`src/rtl/key_irq_ctrl_pkg.sv`:
```
// Shared definitions for the keyboard interrupt controller.
//   - default memory-mapped word addresses for KEY_DATA / KEY_STAT
//   - PS/2 break prefix code
//   - interrupt FSM state encoding
//   - status word packing helper
package key_irq_ctrl_pkg;

    localparam logic [11:0] KEY_DATA_ADDR_DEF = 12'hFF0;
    localparam logic [11:0] KEY_STAT_ADDR_DEF = 12'hFF1;
    localparam logic [7:0]  BREAK_CODE        = 8'hF0;

    typedef enum logic [1:0] {
        ST_IDLE   = 2'd0,
        ST_ASSERT = 2'd1,
        ST_HOLD   = 2'd2
    } irq_state_e;

    // KEY_STAT layout: count in [14:8], sticky overflow in [0].
    function automatic logic [31:0] status_word(input logic [6:0] cnt, input logic ovf);
        return {16'b0, 1'b0, cnt, 7'b0, ovf};
    endfunction

endpackage

```
`src/rtl/key_fifo.sv`:
```
// DEPTH x 8 synchronous FIFO for buffered scan codes.
// Ports:
//   clock, reset   system clock, asynchronous active-high reset
//   push, din      write din at the tail (accepted when not full, or when a pop frees a slot)
//   pop            advance the head (ignored when empty)
//   dout           combinational head entry
//   full, empty    occupancy flags
//   count          entries held, 0..DEPTH
module key_fifo
    import key_irq_ctrl_pkg::*;
#(
    parameter int DEPTH = 8
) (
    input  logic                     clock,
    input  logic                     reset,
    input  logic                     push,
    input  logic                     pop,
    input  logic [7:0]               din,
    output logic [7:0]               dout,
    output logic                     full,
    output logic                     empty,
    output logic [$clog2(DEPTH):0]   count
);

    localparam int PW = $clog2(DEPTH);
    localparam logic [PW:0] FULL_CNT = (PW + 1)'(DEPTH);

    logic [7:0]    mem_q [DEPTH];
    logic [PW-1:0] wr_ptr_q, wr_ptr_d;
    logic [PW-1:0] rd_ptr_q, rd_ptr_d;
    logic [PW:0]   count_q, count_d;
    logic          do_push, do_pop;

    always_comb begin
        do_pop   = pop && (count_q != '0);
        // A pop in the same cycle frees the slot a full FIFO needs for the push.
        do_push  = push && ((count_q != FULL_CNT) || do_pop);
        wr_ptr_d = wr_ptr_q;
        rd_ptr_d = rd_ptr_q;
        count_d  = count_q;
        if (do_push) wr_ptr_d = wr_ptr_q + 1'b1;
        if (do_pop)  rd_ptr_d = rd_ptr_q + 1'b1;
        case ({do_push, do_pop})
            2'b10:   count_d = count_q + 1'b1;
            2'b01:   count_d = count_q - 1'b1;
            default: count_d = count_q;
        endcase
    end

    always_ff @(posedge clock or posedge reset) begin
        if (reset) begin
            wr_ptr_q <= '0;
            rd_ptr_q <= '0;
            count_q  <= '0;
        end else begin
            wr_ptr_q <= wr_ptr_d;
            rd_ptr_q <= rd_ptr_d;
            count_q  <= count_d;
        end
    end

    // Storage carries no reset; validity is tracked by the pointers and count.
    always_ff @(posedge clock) begin
        if (do_push) mem_q[wr_ptr_q] <= din;
    end

    assign dout  = mem_q[rd_ptr_q];
    assign full  = (count_q == FULL_CNT);
    assign empty = (count_q == '0);
    assign count = count_q;

endmodule

```
`src/rtl/key_irq_ctrl.sv`:
```
// Keyboard interrupt controller: filters PS/2 break sequences, buffers make
// codes in a FIFO and raises key_interrupt to the processor, which drains the
// FIFO through the KEY_DATA (pop) and KEY_STAT (status / overflow clear) words.
// Ports:
//   clock, reset        system clock, asynchronous active-high reset
//   key_valid, key_code scan-code strobe from the PS/2 receiver
//   bus_addr, bus_rd    dmem word address and one-cycle read strobe
//   bus_wren, bus_wdata write strobe and data (bit0 clears overflow on KEY_STAT)
//   bus_rdata, bus_hit  registered read data / address-hit, valid the cycle after bus_rd
//   key_interrupt       registered level interrupt request
module key_irq_ctrl
    import key_irq_ctrl_pkg::*;
#(
    parameter int          DEPTH         = 8,
    parameter logic [11:0] KEY_DATA_ADDR = KEY_DATA_ADDR_DEF,
    parameter logic [11:0] KEY_STAT_ADDR = KEY_STAT_ADDR_DEF,
    parameter int          HOLDOFF       = 4,
    parameter bit          FILTER_BREAK  = 1'b1
) (
    input  logic        clock,
    input  logic        reset,
    input  logic        key_valid,
    input  logic [7:0]  key_code,
    input  logic [11:0] bus_addr,
    input  logic        bus_rd,
    input  logic        bus_wren,
    input  logic [31:0] bus_wdata,
    output logic [31:0] bus_rdata,
    output logic        bus_hit,
    output logic        key_interrupt
);

    localparam int CW = $clog2(DEPTH) + 1;
    localparam int HW = (HOLDOFF > 1) ? $clog2(HOLDOFF) : 1;
    // HOLDOFF=0 still spends one cycle in HOLD, so the counter loads 0.
    localparam logic [HW-1:0] HOLD_LOAD = (HOLDOFF > 0) ? HW'(HOLDOFF - 1) : HW'(0);

    logic [7:0]    fifo_dout;
    logic          fifo_full, fifo_empty;
    logic [CW-1:0] fifo_count;

    logic          brk_q, brk_d;
    logic          ovf_q, ovf_d;
    logic [31:0]   rdata_q, rdata_d;
    logic          hit_q, hit_d;
    logic          irq_q, irq_d;
    logic [HW-1:0] hold_q, hold_d;
    irq_state_e    state_q, state_d;

    logic accept, data_sel, stat_sel, pop_ok, push_ok, ovf_set;
    logic unused_wdata;

    assign unused_wdata = ^bus_wdata[31:1];

    key_fifo #(
        .DEPTH (DEPTH)
    ) u_fifo (
        .clock (clock),
        .reset (reset),
        .push  (push_ok),
        .pop   (pop_ok),
        .din   (key_code),
        .dout  (fifo_dout),
        .full  (fifo_full),
        .empty (fifo_empty),
        .count (fifo_count)
    );

    // Break filter, address decode, overflow and read-data path.
    always_comb begin
        brk_d  = brk_q;
        accept = 1'b0;
        if (key_valid) begin
            if (!FILTER_BREAK) begin
                accept = 1'b1;
            end else if (brk_q) begin
                // The code after F0 names the released key; swallow it.
                brk_d = 1'b0;
            end else if (key_code == BREAK_CODE) begin
                brk_d = 1'b1;
            end else begin
                accept = 1'b1;
            end
        end

        data_sel = (bus_addr == KEY_DATA_ADDR);
        stat_sel = (bus_addr == KEY_STAT_ADDR);
        pop_ok   = bus_rd && data_sel && !fifo_empty;
        push_ok  = accept && (!fifo_full || pop_ok);
        ovf_set  = accept && fifo_full && !pop_ok;

        ovf_d = ovf_q;
        if (bus_wren && stat_sel && bus_wdata[0]) ovf_d = 1'b0;
        if (ovf_set) ovf_d = 1'b1;

        rdata_d = '0;
        hit_d   = 1'b0;
        if (bus_rd) begin
            if (data_sel) begin
                hit_d = 1'b1;
                if (pop_ok) rdata_d = {24'b0, fifo_dout};
            end else if (stat_sel) begin
                hit_d   = 1'b1;
                rdata_d = status_word(7'(fifo_count), ovf_q);
            end
        end
    end

    // Interrupt FSM next-state.
    always_comb begin
        state_d = state_q;
        hold_d  = hold_q;
        case (state_q)
            ST_IDLE: begin
                if (!fifo_empty) state_d = ST_ASSERT;
            end
            ST_ASSERT: begin
                if (pop_ok) begin
                    state_d = ST_HOLD;
                    hold_d  = HOLD_LOAD;
                end
            end
            ST_HOLD: begin
                if (hold_q == '0) begin
                    state_d = fifo_empty ? ST_IDLE : ST_ASSERT;
                end else begin
                    hold_d = hold_q - 1'b1;
                end
            end
            default: state_d = ST_IDLE;
        endcase
        irq_d = (state_d == ST_ASSERT);
    end

    always_ff @(posedge clock or posedge reset) begin
        if (reset) begin
            state_q <= ST_IDLE;
            hold_q  <= '0;
            irq_q   <= 1'b0;
        end else begin
            state_q <= state_d;
            hold_q  <= hold_d;
            irq_q   <= irq_d;
        end
    end

    always_ff @(posedge clock or posedge reset) begin
        if (reset) begin
            brk_q   <= 1'b0;
            ovf_q   <= 1'b0;
            rdata_q <= '0;
            hit_q   <= 1'b0;
        end else begin
            brk_q   <= brk_d;
            ovf_q   <= ovf_d;
            rdata_q <= rdata_d;
            hit_q   <= hit_d;
        end
    end

    assign bus_rdata     = rdata_q;
    assign bus_hit       = hit_q;
    assign key_interrupt = irq_q;

endmodule
```
`config.mk`:
```
export PLATFORM = sky130hd
export DESIGN_NAME = key_irq_ctrl
export DESIGN_NICKNAME = d
export VERILOG_FILES = /design/src/rtl/key_irq_ctrl_pkg.sv /design/src/rtl/key_fifo.sv /design/src/rtl/key_irq_ctrl.sv
export SDC_FILE = /design/constraint.sdc
export NUM_CORES = 1
export LEC_CHECK = 0
export CAP_MARGIN = 20
export CORE_AREA = 10 10 106 108
export DETAILED_ROUTE_END_ITERATION = 10
export DIE_AREA = 0 0 116 118
export GPL_TIMING_DRIVEN = 0
export PLACE_DENSITY_LB_ADDON = 0.3
export SLEW_MARGIN = 15
export SYNTH_ARGS = -nofsm -noshare
export SYNTH_HDL_FRONTEND = slang
export SYNTH_SLANG_ARGS = --single-unit
```
`constraint.sdc`:
```
create_clock -name clock -period 2.46 [get_ports clock]
set_input_delay 0.492 -clock clock [delete_from_list [all_inputs] [get_ports clock]]
set_output_delay 0.492 -clock clock [all_outputs]
set_load 0.02 [all_outputs]
```
==> results.md, run 1 <==
- Status: complete, but fails checks
- Failing checks: negative setup slack
- Clock buffer depth: 2
- Delay of the slowest critical-path stage: 0.55 ns
- Clock power share: 0.254
- Max Clock Freq: 0.382 GHz
- Setup_tns: -0.189 ns
- Via-to-Cell Ratio: 5.08
- Total grt overflow: 0
- FFs w/ async S/R, synth: 0.319
- Worst Path Arrival: 2.92 ns
- LEAKAGE: 0.00201 uW
- CTS H-Tree Depth: 3
- Antenna-violating nets left: 0
- Layout filler cell count: 730
- # port buffers: 39
- Pre-CTS setup slack: -1.19 ns
- Num CTS Buffers: 9
- CP max FO: 5
- CP max-delay cell: or4b_4
- Total number of vias: 2376
- Final Hold Fails: 0
- CP bufs+invs: 3
- Fin util: 0.573
- Delay-heaviest family, CP: simple AND/OR/NAND/NOR gates
- 1st-iter DRT viols: 190
- Sequential power share: 0.525
- Slew @ Worst Pin: 0.902 ns
- Crit path time final: 2.62 ns
- Root Driver: clkbuf_8
- Mapped Area: 0.00404 sq mm
- Routed length per placed instance: 18.0 um
- Initial antenna violation count: 0
- Mapped Avg Cell Area: 16.0 sq um
- Cell taking the most area after synthesis: edfxtp_1
- DP Area: 0.00471 sq mm
- Final setup fails: 3
- Synthesized flop and latch total: 94
- Net Sw Power: 1170 uW
- Die area: 0.0137 sq mm
- Setup Skew: 0.0146 ns
- Synth top area share: 0.475
- First-pass GRT wire length: 13.3 mm
- Die Wd: 116 um
- Core area: 0.00911 sq mm
- Clock slew at reported path FFs: 0.10 ns
- Mapped Cells: 252
- Distinct cells, synth: 45
- Max Cap Violations: 0
- HP Class: reg2reg
- Routed WL: 8.44 mm
- Starting Density: 0.444
- CP endpoint kind: register
- Combinational share of power: 0.221
- Clock Latency Late Sink: 0.36 ns
- Number of synthesized flops with an enable pin: 64
- DRC Markers: 0
- Rows: 35
- Die Ht: 118 um
- Power Density: 740 mW/mm^2
- Hold bufs inserted after CTS: 0
- Pre-antenna DRT Iters: 4
- Register area share after synthesis: 0.661
- IO Count: 91
- Net Sw Frac: 0.303
- Pins Over Slew Limit: 0
- GRT Overall Usage: 0.126
- Ys flop type: edfxtp_1
- Synth Warn #: 0
- Max-slew headroom: 0.396
- Pint: 2690 uW
- DP HPWL: 5.42 mm
- Critical Setup Path Class: in2reg
- Count leader, synth: edfxtp_1
- Top post-synthesis cells by count: edfxtp_1 (64), dfrtp_1 (30), buf_4 (20)
- Period utilisation layout: 1.06
- Synth top area cells: edfxtp_1 (48%), dfrtp_1 (19%), mux4_2 (8.9%)
- RSZ-0062 raised after global routing: true
- Vias in the first global route: 2521
- Critical path, cell by cell: buf_6 -> or4b_4 -> nor4_4 -> buf_4 -> o21ai_4 -> buf_6 -> ha_4 -> ha_4 -> a21o_1 -> a21oi_2 -> or4_1 -> nand3_1
- Area Overhead vs Synth: 29.1%
- Layout cell share with drive strength beyond 1: 0.322
- Maximum VDD drop: 0.401 mV
- CTS tree: yes
- WP data required: 2.77 ns
- Critical Path Source Type: input pin
- CTS Sinks: 94
- RePlAce Congestion: 0.690
- Fin worst setup slack: -0.159 ns
- Nets@finish: 416
- Design Area, Final: 0.00522 sq mm
- Largest net degree at the start of global routing: 31
- Ant diodes: 0
final timing paths:
path,to,slack [ns],cells past startpoint,startpoint
setup / recovery,u_fifo.count[3],-0.16,12,bus_addr[1]
hold / removal,brk_q,0.48,1,brk_q
setup reg to reg,u_fifo.count[3],0.01,10,u_fifo.count[2]
hold reg to reg,brk_q,0.48,1,brk_q
max in group asynchronous,u_fifo.rd_ptr_q[1],1.46,2,reset
min in group asynchronous,bus_rdata[6],0.55,2,reset
layer usage:
metal	part of all wire	global-route usage	up-vias
li1	-	-	1109
met1	0.42	0.151	1188
met2	0.50	0.212	69
met3	0.063	0.0316	10
met4	0.015	0.0469	0
met5	0	0	-
through the flow:
stage                     total power [uW]  hold slack, ns  std cells
after floorplan                       2530           0.442        271
after global placement                2710           0.451        421
after detailed placement              2790           0.480        423
after CTS                             3840           0.494        457
after global routing                  4050           0.516        468
final                                 3860           0.483        468
cell families (layout without fill, tap and decap cells):
group / Yosys count / after routing / share of synthesized area
compound gates: 17 / 17 / 0.0285
xor+xnor: 6 / 6 / 0.0130
fa+ha+maj: 7 / 7 / 0.0235
buf+inv: 39 / 125 / 0.0573
flops: 94 / 94 / 0.661
mux: 28 / 28 / 0.119
other cells: 1 / 20 / 0.000928
simple gates: 60 / 60 / 0.0963
power by group through the flow:
stage	registers (uW)	clock network, uW	logic, uW
final	2030	982	855
after global routing	2050	1080	923
after CTS	2020	1000	823
after detailed placement	2050	0	741
after global placement	2040	0	670
after floorplan	2020	0	515
state kept, by name, summed over array words and instances, names as in the netlist:
name and count:
u_fifo.mem_q 64, bus_rdata 12, u_fifo.count 4, u_fifo.rd_ptr_q 3, u_fifo.wr_ptr_q 3, hold_q 2, state_q 2, brk_q 1
bus_hit 1, key_interrupt 1, ovf_q 1
worst reg2reg max path, cell delays in order (launching register included):
cell and delay, ns:
dfrtp_1 0.45, nor3_2 0.26, nand2b_1 0.24, nand2_8 0.15, inv_6 0.04, ha_4 0.17, ha_4 0.25, a21o_1 0.17
a21oi_2 0.08, or4_1 0.47, nand3_1 0.09
final cells by class:
| class | instances | area (sq um) | share of cell area |
|---|---|---|---|
| clock inverter | 7 | 68.8 | 0.0132 |
| inverter | 8 | 40.0 | 0.00767 |
| multi-input combinational | 138 | 1350 | 0.259 |
| clock buffer | 9 | 124 | 0.0237 |
| timing repair buffer | 70 | 623 | 0.119 |
| sequential | 94 | 2670 | 0.512 |
| buffer | 31 | 201 | 0.0386 |
| tap | 111 | 139 | 0.0266 |
cell usage in the layout (no fill, tap or decap), types with 5 or more instances in the layout:
master and instances:
dfrtp_1 30, buf_2 5, nor2_1 14, inv_1 5, dlygate4sd2_1 16, edfxtp_1 64, xnor2_1 5, nand3_1 9
nand2_1 8, clkdlybuf4s50_1 19, buf_4 46, conb_1 20, mux4_2 16, clkbuf_8 9, mux2i_1 10
what timing repair did:
action / 4_1_cts / 5_1_grt
pin swaps: 14 / 4
resized for setup: 41 / 10
setup buffers: 17 / 13
hold endpoints to repair: 0 / 0
setup endpoints to repair: 69 / 35
gates cloned: 1 / 0
Power figures use the tool's default switching activity.
==> run 2, diff against run 1 <==
--- a/config.mk
+++ b/config.mk
@@ -5,13 +5,15 @@
 export SDC_FILE = /design/constraint.sdc
 export NUM_CORES = 1
 export LEC_CHECK = 0
+export ABC_AREA = 1
 export CAP_MARGIN = 20
-export CORE_AREA = 10 10 106 108
+export CORE_AREA = 10 10 107 109
+export CTS_CLUSTER_SIZE = 8
 export DETAILED_ROUTE_END_ITERATION = 10
-export DIE_AREA = 0 0 116 118
+export DIE_AREA = 0 0 117 119
 export GPL_TIMING_DRIVEN = 0
 export PLACE_DENSITY_LB_ADDON = 0.3
-export SLEW_MARGIN = 15
+export SLEW_MARGIN = 20
 export SYNTH_ARGS = -nofsm -noshare
 export SYNTH_HDL_FRONTEND = slang
 export SYNTH_SLANG_ARGS = --single-unit
==> run 2 against run 1 <==
The flow now finishes without violations; via count grew 19%; global-route usage grew 0.24 points; core utilization shrank 3.6 points; maximum frequency is 10% higher; total power fell by 4.1%; critical path type unchanged; critical endpoint unchanged.
==> results.md, run 2 <==
- Status: complete, no violations
- Synth Warn #: 0 (unchanged)
- Reg with most FFs: u_fifo.mem_q
- Clock power share: 0.285 (+0.031)
- Nets@finish: 532 (+28%)
- Die Wd: 117 um (+0.86%)
- # port buffers: 39 (unchanged)
- Critical Setup Path Class: in2reg
- CTS tree: yes
- Synth top area cells: edfxtp_1 (46%), dfrtp_1 (18%), nor2_1 (7.4%)
- Starting Density: 0.440 (-0.00400)
- DRC Markers: 0 (unchanged)
- Core area: 0.00946 sq mm (+3.8%)
- CP endpoint kind: register
- Synthesized flop and latch total: 94 (unchanged)
- Distinct cells, synth: 30 (-33%)
- Critical Path Source Type: input pin
- Num CTS Buffers: 9 (unchanged)
- Routed length per placed instance: 14.7 um (-18%)
- Power Density: 729 mW/mm^2 (-1.5%)
- Rows: 36 (+2.9%)
- Net Sw Frac: 0.293 (-0.0108)
- Initial antenna violation count: 0 (unchanged)
- Most common library cell in the layout ignoring fill and taps: nor2_1
- Largest net degree at the start of global routing: 31 (unchanged)
- Mapped Area: 0.00416 sq mm (+2.9%)
- Delay-heaviest family, CP: buffers and inverters
- CP max FO: 10 (+5)
- Final Hold Fails: 0 (unchanged)
- Register area share after synthesis: 0.642 (-0.0187)
- 1st-iter DRT viols: 162 (-15%)
- Total number of vias: 2834 (+19%)
- Worst Path Arrival: 2.64 ns (-0.28 ns)
- FFs w/ async S/R, synth: 0.319 (unchanged)
- Clock slew at reported path FFs: 0.09 ns (about the same)
- Hold_ws: 0.492 ns (+0.00888 ns)
- Crit path launch: bus_addr[0]
- Critical path's most frequent cell: nand2_1
- WP data required: 2.72 ns (-0.05 ns)
- Maximum VDD drop: 0.315 mV (-21%)
- Combinational share of power: 0.169 (-0.052)
- Hold_sp: u_fifo.count[3]
- Mapped Avg Cell Area: 10.6 sq um (-34%)
- Clock buffer depth: 2 (unchanged)
- Max-slew headroom: 0.443 (+0.0467)
- Die Ht: 119 um (+0.85%)
- Max Cap Violations: 0 (unchanged)
- CTS Sinks: 94 (unchanged)
- Max reg flops: 64 (unchanged)
- Ys flop type: edfxtp_1
- Routed WL: 8.64 mm (+2.4%)
- Sequential power share: 0.545 (+0.020)
- First-pass GRT wire length: 13.9 mm (+4.5%)
- DP HPWL: 6.12 mm (+13%)
- Pre-CTS setup slack: -0.887 ns (+0.307 ns)
- RSZ-0062 raised after global routing: true
- LEAKAGE: 0.00207 uW (+3.0%)
- Top post-synthesis cells by count: nor2_1 (82), edfxtp_1 (64), nand2_1 (46)
- CP max-delay cell: clkdlybuf4s50_1
- Pre-antenna DRT Iters: 4 (unchanged)
- RePlAce Congestion: 0.800 (+16%)
- Cell taking the most area after synthesis: edfxtp_1
- Commonest cells after routing, fill and taps aside: nor2_1 (75), edfxtp_1 (64), nand2_1 (44)
- Net Sw Power: 1080 uW (-7.5%)
- Clock Latency Late Sink: 0.38 ns (+0.02 ns)
- Vias in the first global route: 2726 (+8.1%)
- Antenna-violating nets left: 0 (unchanged)
- Multi-input gate area: 0.00133 sq mm (-1.7%)
- Period utilisation layout: 0.967 (-0.0982)
- Fin worst setup slack: 0.0821 ns (+0.242 ns)
- Pins Over Slew Limit: 0 (unchanged)
- Via-to-Cell Ratio: 4.83 (-4.9%)
- RR Startpoint: u_fifo.count[2]
- CTS H-Tree Depth: 3 (unchanged)
- Count leader, synth: nor2_1
- GRT Overall Usage: 0.129 (+0.00238)
- Delay of the slowest critical-path stage: 0.44 ns (-0.11 ns)
- Mapped Cells: 394 (+56%)
- Ant diodes: 0 (unchanged)
- Setup Skew: 0.0139 ns (-0.000723 ns)
- Number of synthesized flops with an enable pin: 64 (unchanged)
- Critical path, cell by cell: clkdlybuf4s50_1 -> inv_1 -> nand2_1 -> nor2_1 -> nand3_2 -> nor2_4 -> buf_4 -> ha_4 -> ha_4 -> a21oi_2 -> nand2_2 -> a21oi_2 -> o21ai_1 -> nand2_1 -> nand2_1
- Layout filler cell count: 828 (+13%)
- CP bufs+invs: 3 (unchanged)
- Slew @ Worst Pin: 0.832 ns (-0.0697 ns)
- Crit path time final: 2.38 ns (-0.242 ns)
- Area Overhead vs Synth: 22.1%
- Pint: 2620 uW (-2.6%)
- Layout cell share with drive strength beyond 1: 0.171 (-0.151)
- Die area: 0.0139 sq mm (+1.7%)
- Synth top area share: 0.462 (-0.0134)
- Total grt overflow: 0 (unchanged)
- IO Count: 91 (unchanged)
- HP Class: reg2reg
- Root Driver: clkbuf_8
- Max Clock Freq: 0.421 GHz (+10%)
- Final setup fails: 0 (-3)
- Area taken by flip-flops and latches: 0.00267 sq mm (unchanged)
run 2: worst min-delay path, cell delays in order (launching register included):
cell     delay [ns]
dfrtp_1        0.36
nand2_1        0.06
nand2_1        0.05
run 2: per-stage QoR:
step	cell area, sq um	total power [uW]	util	std cells	setup TNS (ns)
finish	5080	3700	0.537	587	0
global route	5080	3890	0.537	587	-0.0574
CTS	5040	3700	0.532	584	0
detailed placement	4760	2630	0.504	566	-34.70
global placement	4760	2600	0.504	566	-32.10
floorplan	4230	2450	-	413	0
run 2: worst paths after layout:
check	cells after the start	end	slack (ns)
setup / recovery	15	u_fifo.count[3]	0.08
hold / removal	2	u_fifo.count[3]	0.49
setup reg to reg	11	u_fifo.count[3]	0.19
hold reg to reg	2	u_fifo.count[3]	0.49
max in group asynchronous	2	bus_rdata[8]	1.50
min in group asynchronous	2	bus_rdata[4]	0.52
run 2: routing by layer:
metal	part of all wire	up-vias	global-route usage
li1	-	1422	-
met1	0.42	1327	0.159
met2	0.49	77	0.203
met3	0.074	8	0.0356
met4	0.013	0	0.0595
met5	0	-	0
run 2: cell type report:
cell class,count,area share
plain buffers,32,0.0414
clock buffers,9,0.0244
clock inverters,7,0.0158
inverters,28,0.0207
multi-input cells,259,0.261
flip-flops and latches,94,0.526
well taps,114,0.0281
repair buffers,44,0.0823
run 2: logic make-up after synthesis:
logic type / synth area share
AOI/OAI and AO/OA: 0.0755
DFF: 0.642
buffers and inverters: 0.0758
other: 0.000901
adders and majority gates: 0.0229
xor gates and xnor gates: 0.0105
and+or+nand+nor: 0.172
run 2: repair_timing:
action,in CTS,in global routing
endpoints found under the setup margin,67,14
pin swaps,3,9
buffers inserted,2,3
hold buffers,0,0
resized for setup,21,7
run 2: power groups by stage:
stage	logic, uW	clock network [uW]	registers [uW]
2_1_floorplan	431	0	2020
3_3_place_gp	562	0	2040
3_5_place_dp	583	0	2050
4_1_cts	610	1080	2020
5_1_grt	709	1140	2040
6_report	627	1060	2020
